`src/rtl/multi_digit_seven_segment_driver.sv`:
```
// Time-multiplexed common-anode seven-segment driver for 1..8 digits.
// Scans one digit per dwell period, decodes hex/decimal glyphs, applies
// decimal points, leading-zero blanking and PWM dimming. Inputs are
// shadowed once per frame so a scan never shows a half-updated value.
module multi_digit_seven_segment_driver #(
    parameter int unsigned DIGITS      = 4,
    parameter int unsigned CLK_HZ      = 100_000_000,
    parameter int unsigned DIGIT_HZ    = 250,
    parameter int unsigned BRIGHT_BITS = 3
) (
    input  logic                     clk_100MHz,
    input  logic                     rst,
    input  logic [4*DIGITS-1:0]      values,
    input  logic [DIGITS-1:0]        digits_en,
    input  logic [DIGITS-1:0]        dots,
    input  logic                     decimal,
    input  logic                     blank_leading,
    input  logic [BRIGHT_BITS-1:0]   brightness,
    output logic [DIGITS-1:0]        anodes,
    output logic [7:0]               cathodes,
    output logic                     frame_tick
);

    localparam int unsigned DWELL = CLK_HZ / DIGIT_HZ;
    localparam int unsigned CNT_W = (DWELL > 1) ? $clog2(DWELL) : 1;
    localparam int unsigned IDX_W = (DIGITS > 1) ? $clog2(DIGITS) : 1;

    logic [CNT_W-1:0]       cnt_q, cnt_d;
    logic [IDX_W-1:0]       idx_q, idx_d;
    logic [BRIGHT_BITS-1:0] pwm_q, pwm_d;
    logic                   tick;
    logic                   last_digit;

    logic [4*DIGITS-1:0]    sh_values_q;
    logic [DIGITS-1:0]      sh_en_q;
    logic [DIGITS-1:0]      sh_dots_q;
    logic                   sh_decimal_q;
    logic                   sh_blank_q;

    logic [DIGITS-1:0]      lead_blank;
    logic                   zero_above;

    logic [3:0]             cur_val;
    logic                   cur_en;
    logic                   cur_dot;
    logic                   cur_blank;
    logic                   visible;

    logic [DIGITS-1:0]      anodes_q, anodes_d;
    logic [7:0]             cathodes_q, cathodes_d;
    logic                   frame_tick_q, frame_tick_d;

    // Active-low glyph (bit0 = CA); decimal mode shows '-' for 10..15.
    function automatic logic [6:0] glyph(input logic [3:0] v, input logic dec);
        logic [6:0] g;
        case (v)
            4'h0:    g = 7'b1000000;
            4'h1:    g = 7'b1111001;
            4'h2:    g = 7'b0100100;
            4'h3:    g = 7'b0110000;
            4'h4:    g = 7'b0011001;
            4'h5:    g = 7'b0010010;
            4'h6:    g = 7'b0000010;
            4'h7:    g = 7'b1111000;
            4'h8:    g = 7'b0000000;
            4'h9:    g = 7'b0010000;
            4'hA:    g = 7'b0001000;
            4'hB:    g = 7'b0000011;
            4'hC:    g = 7'b1000110;
            4'hD:    g = 7'b0100001;
            4'hE:    g = 7'b0000110;
            default: g = 7'b0001110;
        endcase
        if (dec && (v > 4'h9)) begin
            g = 7'b0111111;
        end
        return g;
    endfunction

    // Dwell counter, digit index and PWM phase next-state.
    always_comb begin
        tick         = (cnt_q == CNT_W'(DWELL - 1));
        last_digit   = (idx_q == IDX_W'(DIGITS - 1));
        cnt_d        = tick ? '0 : cnt_q + CNT_W'(1);
        idx_d        = idx_q;
        if (tick) begin
            idx_d = last_digit ? '0 : idx_q + IDX_W'(1);
        end
        pwm_d        = pwm_q + BRIGHT_BITS'(1);
        frame_tick_d = tick && last_digit;
    end

    // Scan state registers.
    always_ff @(posedge clk_100MHz or posedge rst) begin
        if (rst) begin
            cnt_q <= '0;
            idx_q <= '0;
            pwm_q <= '0;
        end else begin
            cnt_q <= cnt_d;
            idx_q <= idx_d;
            pwm_q <= pwm_d;
        end
    end

    // Frame-synchronous input capture, on the same edge the index wraps to 0.
    always_ff @(posedge clk_100MHz or posedge rst) begin
        if (rst) begin
            sh_values_q  <= '0;
            sh_en_q      <= '0;
            sh_dots_q    <= '0;
            sh_decimal_q <= 1'b0;
            sh_blank_q   <= 1'b0;
        end else if (frame_tick_d) begin
            sh_values_q  <= values;
            sh_en_q      <= digits_en;
            sh_dots_q    <= dots;
            sh_decimal_q <= decimal;
            sh_blank_q   <= blank_leading;
        end
    end

    // Digit i>0 is a leading zero when it and every higher digit are zero.
    always_comb begin
        lead_blank = '0;
        zero_above = 1'b1;
        for (int i = DIGITS - 1; i >= 1; i--) begin
            zero_above    = zero_above && (sh_values_q[4*i +: 4] == 4'h0);
            lead_blank[i] = sh_blank_q && zero_above;
        end
    end

    // Select the current digit's shadowed attributes.
    always_comb begin
        cur_val   = 4'h0;
        cur_en    = 1'b0;
        cur_dot   = 1'b0;
        cur_blank = 1'b0;
        for (int i = 0; i < DIGITS; i++) begin
            if (IDX_W'(i) == idx_q) begin
                cur_val   = sh_values_q[4*i +: 4];
                cur_en    = sh_en_q[i];
                cur_dot   = sh_dots_q[i];
                cur_blank = lead_blank[i];
            end
        end
    end

    // Output drive for the current digit; dark unless enabled, not blanked and in PWM on-phase.
    always_comb begin
        anodes_d   = '1;
        cathodes_d = 8'hFF;
        visible    = cur_en && !cur_blank && (pwm_q <= brightness);
        if (visible) begin
            for (int i = 0; i < DIGITS; i++) begin
                if (IDX_W'(i) == idx_q) begin
                    anodes_d[i] = 1'b0;
                end
            end
            cathodes_d = {~cur_dot, glyph(cur_val, sh_decimal_q)};
        end
    end

    // Registered pin outputs.
    always_ff @(posedge clk_100MHz or posedge rst) begin
        if (rst) begin
            anodes_q     <= '1;
            cathodes_q   <= 8'hFF;
            frame_tick_q <= 1'b0;
        end else begin
            anodes_q     <= anodes_d;
            cathodes_q   <= cathodes_d;
            frame_tick_q <= frame_tick_d;
        end
    end

    assign anodes     = anodes_q;
    assign cathodes   = cathodes_q;
    assign frame_tick = frame_tick_q;

endmodule
```
`config.mk`:
```
export PLATFORM = sky130hd
export DESIGN_NAME = multi_digit_seven_segment_driver
export DESIGN_NICKNAME = d
export VERILOG_FILES = /design/src/rtl/multi_digit_seven_segment_driver.sv
export SDC_FILE = /design/constraint.sdc
export NUM_CORES = 1
export LEC_CHECK = 0
export BUFFER_PORTS_ARGS = -buffer_cell sky130_fd_sc_hd__buf_4
export CAP_MARGIN = 20
export CORE_MARGIN = 2
export CORE_UTILIZATION = 45
export CTS_BUF_LIST = sky130_fd_sc_hd__clkbuf_8
export CTS_CLUSTER_SIZE = 28
export DETAILED_ROUTE_END_ITERATION = 10
export GPL_TIMING_DRIVEN = 0
export HOLD_SLACK_MARGIN = 0.08
export PLACE_DENSITY = 0.74
export SETUP_SLACK_MARGIN = 0.05
export SYNTH_ARGS = -nofsm -noshare
export SYNTH_HDL_FRONTEND = slang
export SYNTH_SLANG_ARGS = --single-unit
```
`constraint.sdc`:
```
create_clock -name clk_100MHz -period 3.2 [get_ports clk_100MHz]
set_input_delay 0.64 -clock clk_100MHz [delete_from_list [all_inputs] [get_ports clk_100MHz]]
set_output_delay 0.64 -clock clk_100MHz [all_outputs]
set_load 0.05 [all_outputs]
```
==> Word level (Yosys, flattened, before mapping) <==
Memories as Yosys holds them, arrays and structs flattened.
Index checks and enable logic that the tools add are counted.
W data, S select, Z words.
{ "word_totals": {"word_cells": 61, "in_bits": 31, "ff_bits": 63, "mem_count": 1, "mem_bits_ro": 112} }
{ "memory_table": {"columns": ["name", "depth", "word_bits", "rd", "rd_clocked_by_memory_dff", "write_ports", "line", "text"], "rows": [
  ["(no name shown)", 16, 7, 1, 0, 0, "56", "case (v)"]
]} }
{ "op_classes": {"muxes": 24, "n_bitwise": 1, "n_reduce_logical": 14, "addsub": 3, "eq_ne": 5, "order_cmp": 2} }
{ "ops": {"columns": ["cell", "count"], "rows": [
  ["$mux W4", 5],
  ["$add A19 B1 Y19 const B", 1],
  ["$eq A19 B19 Y1 const B", 1],
  ["$mux W19", 1],
  ["$mux W1", 15],
  ["$logic_not A4 Y1", 3],
  ["$logic_and A1 B1 Y1", 9],
  ["$mux W8", 1],
  ["$mux W7", 1],
  ["$eq A2 B2 Y1 const A", 2],
  ["$gt A4 B4 Y1 const B", 1],
  ["$add A3 B1 Y3 const B", 1],
  ["$le A3 B3 Y1", 1],
  ["$add A2 B1 Y2 const B", 1],
  ["$eq A1 B2 Y1 const A", 1],
  ["$eq A2 B2 Y1 const B", 1],
  ["$logic_not A2 Y1", 1],
  ["$mux W2", 1],
  ["$logic_not A1 Y1", 1],
  ["$not A1 Y1", 1]
]} }

==> Depth between registers and ports, before layout <==
Gate-level depths: netlist (run 1).
{ "logic_depth": {"ltp_word": 11, "mapped_depth": 11, "ltp_nobuf": 10} }

==> Worst setup path before layout (run 1) <==
OpenSTA, ideal clock, no wires.
{ "synth_path": {"kind": "register to register", "from": "register idx_q[1]", "to": "register cathodes_q[2] (netlist: cathodes[2])", "setup_slack_ns": 0.676, "n_path_buf": 1, "path_stages_with_launch": 12, "setup_ns": 0.111, "t_required_ns": 3.089, "arrival_time_ns": 2.412, "cell_sequence": "dfrtp_1 inv_1 ha_1 clkbuf_1 nand2_1 o211ai_1 o221ai_1 inv_1 ha_1 o22ai_1 a311oi_2 o311ai_0"} }
{ "synth_between": {"elab_chain_cells": 9, "word_cells_on_any_way": 23} }
{ "synth_rtl": {"columns": ["item", "line", "text"], "rows": [
  ["start, declared", "29", "logic [IDX_W-1:0] idx_q, idx_d;"],
  ["start signal, assigned", "101", "idx_q <= idx_d;"],
  ["$logic_not A2 Y1", "140", "if (IDX_W'(i) == idx_q) begin"],
  ["$mux W4 (4 in series)", "140", null],
  ["$gt A4 B4 Y1", "74", "if (dec && (v > 4'h9)) begin"],
  ["$logic_and A1 B1 Y1", "74", null],
  ["$mux W7", "74", null],
  ["$mux W8 *", "154", "if (visible) begin"],
  ["named net cathodes_d[2]", "50", "logic [7:0] cathodes_q, cathodes_d;"],
  ["end signal, assigned", "172", "cathodes_q <= cathodes_d;"],
  ["end, declared", "50", null]
]} }
The timed path passes the listed nets; every way through them passes the cells marked *.
A chain may end at the register's enable or synchronous reset.

==> Final worst setup path (run 1) <==
{ "layout_path": {"from": "register idx_q[0]", "to": "register cathodes_q[2] (netlist: cathodes[2])"} }
The elaborated chain is that of the path after synthesis.

==> flow_summary.yaml, run 1 <==
status:
  outcome: "finished clean"
worst_setup_path:
  crit_arrival_ns: 3.15
  worstSetupPathType: "reg -> reg"
  cp_slowest_cell: "a31oi_1"
  crit_path_max_incr_delay_ns: 0.55
  critPathMaxFanout: 10
  crit_path_start: "idx_q[0]"
  r2r_end: "cathodes[2]"
  startpoint_type: "flip-flop"
  r2r_slack_ns: 0.28
  path_cells: "ha_1, clkbuf_2, nand3b_1, a31oi_1, inv_1, ha_1, o22ai_1, a311oi_2, o311ai_0"
  worstPathRequired_ns: 3.43
  end_kind: "flip-flop"
  reg2regPathDepth: 9
  reg2reg_from: "idx_q[0]"
  crit_path_end: "cathodes[2]"
  critPathMostFrequentCell: "ha_1"
drt:
  wire_per_inst_um: 14.5
  ant_nets: 0
  wl_mm: 6.19
  dr.pass1.iters: 5
  drtIter0Drc: 122
  drc: 0
  vias: 2261
  vias_per_cell: 5.30
synth:
  ys_types: 46
  syn_nets: 318
  yosys_warnings: 0
  synth_area_leaders: "dfrtp_1 (40%), dfstp_2 (9.9%), mux2_4 (9.5%)"
  synth_edf_count: 0
  synth.avg_cell_area_um2: 11.7
  synth_top_area_share_pct: 40.2
  ys_seq_area_share_pct: 50.1
  yosysTopAreaCell: "dfrtp_1"
  netlist_instances: 271
  synth_area_um2: 3170
  synth_seq_cells: 63
  async_flop_share_pct: 100
  synth_flop_cell: "dfrtp_1"
power:
  clkPwrFrac_pct: 41.6
  switchingPower_mw: 0.407
  p_leak_nw: 1.81
  p_seq_share_pct: 48.8
  power_density_nw_per_um2: 449
  comb_power_share_pct: 9.6
  swShare_pct: 23.6
  totalPowerFinal_mw: 1.73
  p_int_mw: 1.32
  vdd_drop_max_uv: 227
cells_and_area:
  nFillCells: 586
  area_growth_pct: 21.5
  final_area_um2: 3860
  seqCellArea_um2: 1590
  drive_gt1_share_pct: 33.8
  fin_cells: 427
  multiInputGateArea_um2: 1510
  diodes: 0
  nets: 373
  final_common_cell: "dfrtp_1"
  final_cell_mix: "dfrtp_1 (51), buf_4 (43), nand2_1 (23)"
timing:
  fin_skew_ns: 0.00460
  rsz0062_at_grt: "false"
  setup_tns_ns: 0
  period_minus_slack_ns: 2.92
  setup_viol: 0
  tightest_slew_ns: 0.630
  slew-limit-headroom_pct: 57.8
  fmaxAchievable_mhz: 343
  finalWorstSetupSlack_ns: 0.281
  fin_crit_sh_pct: 91.2
  final_max_slew_viol_count: 0
  hold_viol: 0
placed_design:
  post-place-ws_ns: 0.191
  gp_congestion: 0.870
  place_inst: 411
  post_dp_cell_area_um2: 3640
  dp_hpwl_mm: 4.49
  portBuffers: 43
global_routing:
  grt_max_degree: 40
  antenna_found_initial: 0
  grt_use_total_pct: 18.0
  grt.overflow.total: 0
  first_global_vias: 2194
  grt_pass1_wl_mm: 10.5
clock_tree:
  clk_latency_ns: 0.34
  cts_setup_buffers: 0
  cts_num_sinks: 63
  root_buffer: "clkbuf_8"
  cts-htree-levels: 3
  postCtsHoldBufs: 0
  cts_tree: "yes"
  cts_made_buffers: 9
  cts_buffer_depth: 2
  clk_pin_slew_worst_paths_ns: 0.07
min_path:
  hold_path.class: "in -> async"
floorplanning:
  ios: 44
  die_area_um2: 7740
  die_x_um: 88.0
  die_y_um: 88.0
  rows: 30
  core_area_um2: 6790
  initial_core_util_pct: 46.7
job:
  maxCapViolations: 0
## layer usage
metal | wire length, um | up-vias | track usage, %
li1 | - | 1090 | -
met2 | 3080 | 58 | 30.2
met1 | 2730 | 1103 | 22.2
met4 | 82 | 0 | 5.03
met5 | 0 | - | 0
met3 | 302 | 10 | 6.03
## cell type report
cell class,instances,share of cell area [%]
clock buffer,12,4.28
inverter,12,1.17
buffer,6,1.07
timing repair buffer,44,8.89
sequential,63,41.3
clock inverter,4,1.14
multi-input combinational,190,39.1
tap,96,3.11
## worst min path at each step
stage / to / startpoint
6_report: cnt_q[2] / rst
2_1_floorplan: pwm_q[0] / pwm_q[0]
5_1_grt: sh_en_q[2] / rst
4_1_cts: cnt_q[2] / rst
3_5_place_dp: pwm_q[0] / pwm_q[0]
3_3_place_gp: pwm_q[0] / pwm_q[0]
## Yosys cell counts (all sizes together), types with 3 or more instances
master  number
dfrtp       51
mux2        27
nand2       24
ha          16
nand3       16
dfstp       12
inv         12
nor2        12
o21ai       10
o211ai       8
xor2         8
nor3         7
xnor2        6
a21oi        5
nand4        5
buf          4
nand3b       4
nor4         4
a211o        3
a31oi        3
and3         3
nor2b        3
o22ai        3
or3          3
## what timing repair did
| item | 4_1_cts | 5_1_grt |
|---|---|---|
| setup endpoints to repair | 0 | 6 |
| endpoints found under the hold margin | 0 | 0 |
| gates resized for setup | 0 | 4 |
## power groups by stage
stage	Combinational, mW	Sequential [mW]	Clock (mW)
after global placement	0.162	0.857	0
final	0.167	0.843	0.720
after detailed placement	0.167	0.857	0
after global routing	0.181	0.846	0.772
after CTS	0.168	0.843	0.736
after floorplan	0.0723	0.887	0
## registers in the layout, summed over array words and instances (netlist names)
register / count
sh_blank_q: 1
sh_decimal_q: 1
cnt_q: 19
idx_q: 2
anodes: 4
sh_values_q: 16
frame_tick: 1
sh_en_q: 4
cathodes: 8
pwm_q: 3
sh_dots_q: 4
## critical path: cells and delay by family (launching register included)
| kind | cells | cell delay [ns] |
|---|---|---|
| compound gates | 4 | 1.13 |
| fa+ha+maj | 2 | 0.59 |
| buf+inv | 2 | 0.43 |
| flops | 1 | 0.43 |
| simple gates | 1 | 0.21 |
## cell families after synthesis
| logic type | share of synthesized area, % |
|---|---|
| compound gates | 9.07 |
| xor+xnor | 3.86 |
| mux | 12.6 |
| fa+ha+maj | 6.31 |
| simple gates | 15.4 |
| flops | 50.1 |
| buf+inv | 2.68 |
## metrics by stage
stage               hold slack, ns  utilization [%]
finish                       0.327             56.8
global route                 0.364             56.8
CTS                          0.331             56.6
detailed placement           0.462             53.5
global placement             0.431             53.2
floorplan                    0.418                -
Note: power is estimated with default switching activity, not from simulation.
==> run 2: changes to the inputs <==
Settings changed: CELL_PAD_IN_SITES_DETAIL_PLACEMENT set to 1, CELL_PAD_IN_SITES_GLOBAL_PLACEMENT set to 1, CORE_UTILIZATION 45 to 47, PLACE_DENSITY 0.74 to 0.9.
==> flow_summary.yaml, run 2 (same netlist as run 1, synthesis figures left out) <==
status:
  outcome: "finished clean"
cells_and_area:
  final_cell_mix: "dfrtp_1 (51), buf_4 (44), nand2_1 (23)"
  diodes: 0
  fin_cells: 409
  nets: 374
  final_common_cell: "dfrtp_1"
  final_core_util_pct: 58.9
  largest_reg_flops: 19
  final_area_um2: 3800
  drive_gt1_share_pct: 33.1
  area_growth_pct: 19.8
  nFillCells: 685
  regMostFlops: "cnt_q"
timing:
  setup_viol: 0
  final_max_slew_viol_count: 0
  fmaxAchievable_mhz: 352
  rsz0062_at_grt: "false"
  finalWorstSetupSlack_ns: 0.358
  tightest_slew_ns: 0.660
  hold_viol: 0
  period_minus_slack_ns: 2.84
  fin_hold_ws_ns: 0.310
  fin_crit_sh_pct: 88.8
  fin_skew_ns: 0.0122
  setup_tns_ns: 0
  slew-limit-headroom_pct: 56.0
worst_setup_path:
  cp_slowest_cell: "o221ai_1"
  crit_arrival_ns: 3.09
  crit_path_max_incr_delay_ns: 0.56
  critPathMaxFanout: 10
  startpoint_type: "flip-flop"
  crit_family: "compound AO/OA/AOI/OAI gates"
  crit_buf_inv: 3
  r2r_end: "cathodes[3]"
  reg2regPathDepth: 9
  end_kind: "flip-flop"
  worstPathRequired_ns: 3.44
  worstSetupPathType: "reg -> reg"
  r2r_slack_ns: 0.36
  path_cells: "ha_1, buf_2, inv_1, o221ai_1, inv_1, ha_1, nor3_1, a211o_1, o211ai_1"
  reg2reg_from: "idx_q[0]"
floorplanning:
  die_y_um: 86.2
  rows: 29
  ios: 44
  die_area_um2: 7430
  core_area_um2: 6460
  initial_core_util_pct: 49.1
  die_x_um: 86.2
clock_tree:
  postCtsHoldBufs: 0
  cts_buffer_depth: 2
  cts_made_buffers: 9
  cts-htree-levels: 3
  cts_tree: "yes"
  cts_num_sinks: 63
  clk_pin_slew_worst_paths_ns: 0.08
  clk_latency_ns: 0.35
  root_buffer: "clkbuf_8"
global_routing:
  grt_max_degree: 43
  grt_use_total_pct: 21.8
  grt.overflow.total: 0
  grt_pass1_wl_mm: 12.5
  first_global_vias: 2498
  antenna_found_initial: 0
drt:
  drc: 0
  dr.pass1.iters: 4
  ant_nets: 0
  vias: 2337
  wl_mm: 7.38
  drtIter0Drc: 125
  wire_per_inst_um: 18.0
  vias_per_cell: 5.71
power:
  power_density_nw_per_um2: 428
  vdd_drop_max_uv: 198
  totalPowerFinal_mw: 1.63
  p_leak_nw: 1.81
placed_design:
  post-place-ws_ns: 0.103
  post_dp_cell_area_um2: 3610
  dp_hpwl_mm: 5.26
  place_inst: 392
  gp_congestion: 0.823
  portBuffers: 43
job:
  maxCapViolations: 0
min_path:
  hold_path.class: "in -> async"
[run 2: cell count changes in the layout (fill, tap and decap cells not counted)]
cell,delta
a31oi_1,-1
a31oi_2,+1
buf_4,+1
bufinv_16,-1
clkbuf_8,-1
clkinv_2,-1
inv_1,+3
o221ai_1,+1
o221ai_2,-1
[run 2: what timing repair did]
| action | 4_1_cts | 5_1_grt |
|---|---|---|
| cloned | 0 | 0 |
| resized for setup | 1 | 2 |
| setup buffers | 0 | 1 |
| setup endpoints to repair | 1 | 6 |
| pin swaps | 0 | 1 |
[run 2: final cells by class]
cell class / count / area [um2] / area share [%]
Timing Repair Buffer: 45 / 350 / 9.21
Buffer: 6 / 41.3 / 1.09
Tap cell: 77 / 96.3 / 2.53
Clock inverter: 5 / 20.0 / 0.526
Inverter: 12 / 45.0 / 1.18
Multi-Input combinational cell: 190 / 1510 / 39.6
Sequential cell: 63 / 1590 / 41.9
Clock buffer: 11 / 151 / 3.98
[run 2: worst reg2reg max path, stage by stage, from the launching register on]
cell      delay (ns)
dfrtp_1         0.41
ha_1            0.22
buf_2           0.27
inv_1           0.15
o221ai_1        0.57
inv_1           0.19
ha_1            0.27
nor3_1          0.40
a211o_1         0.18
o211ai_1        0.10
[run 2: report_power, final]
group | switching (mW) | internal, mW
Sequential | 0.0158 | 0.829
Combinational | 0.0952 | 0.0774
Clock | 0.298 | 0.311
Total | 0.409 | 1.22
[run 2: worst max-delay path by stage]
stage               startpoint          end  slack [ns]  depth (start not counted)
floorplan             idx_q[1]  cathodes[2]        0.68                         11
global placement      idx_q[1]  cathodes[2]        0.19                         11
detailed placement    idx_q[1]  cathodes[2]        0.10                         11
CTS                   idx_q[0]  cathodes[2]        0.15                          9
global route          idx_q[0]  cathodes[3]        0.12                          9
finish                idx_q[0]  cathodes[3]        0.36                          9
[run 2: per-layer routing]
| metal | part of all wire [%] | track usage, % |
|---|---|---|
| met1 | 42 | 27.4 |
| met2 | 52 | 37.2 |
| met3 | 4.1 | 5.71 |
| met4 | 1.3 | 6.53 |
| met5 | 0 | 0 |
==> run 3: changes to the inputs <==
Settings changed: PLACE_DENSITY 0.9 to not set, PLACE_DENSITY_LB_ADDON set to 0.15.
==> flow_summary.yaml, run 3 (same netlist as run 1, synthesis figures left out) <==
worst_setup_path:
  worstSetupPathType: "reg -> reg"
  crit_path_start: "idx_q[0]"
  critPathMaxFanout: 10
  reg2reg_from: "idx_q[0]"
  startpoint_type: "flip-flop"
  worstPathRequired_ns: 3.43
  reg2regPathDepth: 10
  crit_arrival_ns: 3.03
  end_kind: "flip-flop"
drt:
  vias_per_cell: 5.53
  wl_mm: 7.19
  drc: 0
  vias: 2257
  wire_per_inst_um: 17.6
  drtIter0Drc: 62
  ant_nets: 0
  dr.pass1.iters: 4
power:
  power_density_nw_per_um2: 415
  p_leak_nw: 1.80
  vdd_drop_max_uv: 287
cells_and_area:
  area_growth_pct: 19.9
  largest_reg_flops: 19
  drive_gt1_share_pct: 33.8
  final_common_cell: "dfrtp_1"
  final_cell_mix: "dfrtp_1 (51), buf_4 (43), nand2_1 (23)"
  nets: 373
  diodes: 0
  final_core_util_pct: 58.9
  nFillCells: 702
  regMostFlops: "cnt_q"
placed_design:
  portBuffers: 43
  dp_hpwl_mm: 5.23
  gp_congestion: 0.803
min_path:
  hold_path.class: "reg -> reg"
  whs_path_depth: 1
  hp-start: "pwm_q[0]"
timing:
  rsz0062_at_grt: "false"
  fin_skew_ns: 0.00793
  period_minus_slack_ns: 2.80
  tightest_slew_ns: 0.885
  fmaxAchievable_mhz: 358
  setup_viol: 0
  fin_crit_sh_pct: 87.4
  fin_hold_ws_ns: 0.462
  hold_viol: 0
  slew-limit-headroom_pct: 40.9
  setup_tns_ns: 0
  final_max_slew_viol_count: 0
clock_tree:
  postCtsHoldBufs: 0
  clk_pin_slew_worst_paths_ns: 0.07
  cts_buffer_depth: 2
  cts-htree-levels: 3
  cts_tree: "yes"
  clk_latency_ns: 0.34
  root_buffer: "clkbuf_8"
  cts_made_buffers: 9
  cts_num_sinks: 63
floorplanning:
  rows: 29
  initial_core_util_pct: 49.1
  die_y_um: 86.2
  ios: 44
  die_area_um2: 7430
  core_area_um2: 6460
  die_x_um: 86.2
global_routing:
  first_global_vias: 2470
  globalRouteMet3Util_pct: 5.90
  gr-max-usage-layer: "met2"
  grt_max_degree: 41
  grt.overflow.total: 0
  gr-usage-met1_pct: 24.8
  antenna_found_initial: 0
  grt_use_met2_pct: 36.5
  grt_use_total_pct: 21.0
  grt_pass1_wl_mm: 11.9
status:
  outcome: "finished clean"
job:
  maxCapViolations: 0
-- run 3: changes by cell type in the layout (fill, tap and decap cells not counted), sizes merged --
| cell | previous run | this run |
|---|---|---|
| buf | 49 | 48 |
| clkinv | 1 | 5 |
| clkbuf | 13 | 11 |
| inv | 16 | 14 |
-- run 3: metal layers --
layer	wire length (um)	vias up	part of all wire, %
met2	3730	32	52
li1	-	1088	-
met3	225	7	3.1
met1	3110	1130	43
met4	119	0	1.7
met5	0	-	0
-- run 3: cell type report --
| type | instances | area [um2] | share of cell area [%] |
|---|---|---|---|
| Inverter | 12 | 45.0 | 1.18 |
| Multi-Input combinational cell | 190 | 1520 | 40.1 |
| Buffer | 6 | 41.3 | 1.09 |
| Sequential cell | 63 | 1590 | 41.8 |
| Clock buffer | 9 | 124 | 3.26 |
| Clock inverter | 7 | 32.5 | 0.855 |
| Tap cell | 77 | 96.3 | 2.53 |
| Timing Repair Buffer | 44 | 350 | 9.21 |
-- run 3: timing repair --
| item | CTS | global route |
|---|---|---|
| endpoints found under the hold margin | 0 | 0 |
| resized for setup | 0 | 6 |
| endpoints found under the setup margin | 0 | 6 |
| buffers inserted | 0 | 0 |
-- run 3: final timing paths --
| kind | end | slack (ns) |
|---|---|---|
| max in group asynchronous | cathodes[2] | 2.01 |
| max reg2reg | cathodes[2] | 0.40 |
| min reg2reg | pwm_q[0] | 0.46 |
| max | cathodes[2] | 0.40 |
| min | pwm_q[0] | 0.46 |
| min in group asynchronous | cnt_q[5] | 0.50 |
-- run 3: worst max-delay path, cell delays in order (launching register included) --
cell and delay (ns):
dfrtp_1 0.44, ha_1 0.26, buf_2 0.21, inv_1 0.16, o22ai_1 0.13, a31oi_2 0.36, inv_1 0.17, ha_1 0.30
o22ai_1 0.29, a311oi_4 0.20, o311ai_0 0.16
-- run 3: report_power, final --
group	leakage [nW]	switching [mW]	internal, mW	total (mW)
sequential	0.760	0.0160	0.829	0.845
clock	0.0949	0.293	0.268	0.561
combinational	0.944	0.0949	0.0780	0.173
-- run 3: through the flow --
stage	cells	power (mW)	setup slack, ns	instance area (um2)
after floorplan	271	0.959	0.676	3170
after global placement	391	1.02	0.123	3590
after detailed placement	392	1.03	0.0742	3620
after CTS	408	1.60	0.0510	3780
after global routing	408	1.65	0.164	3800
final	408	1.58	0.404	3800
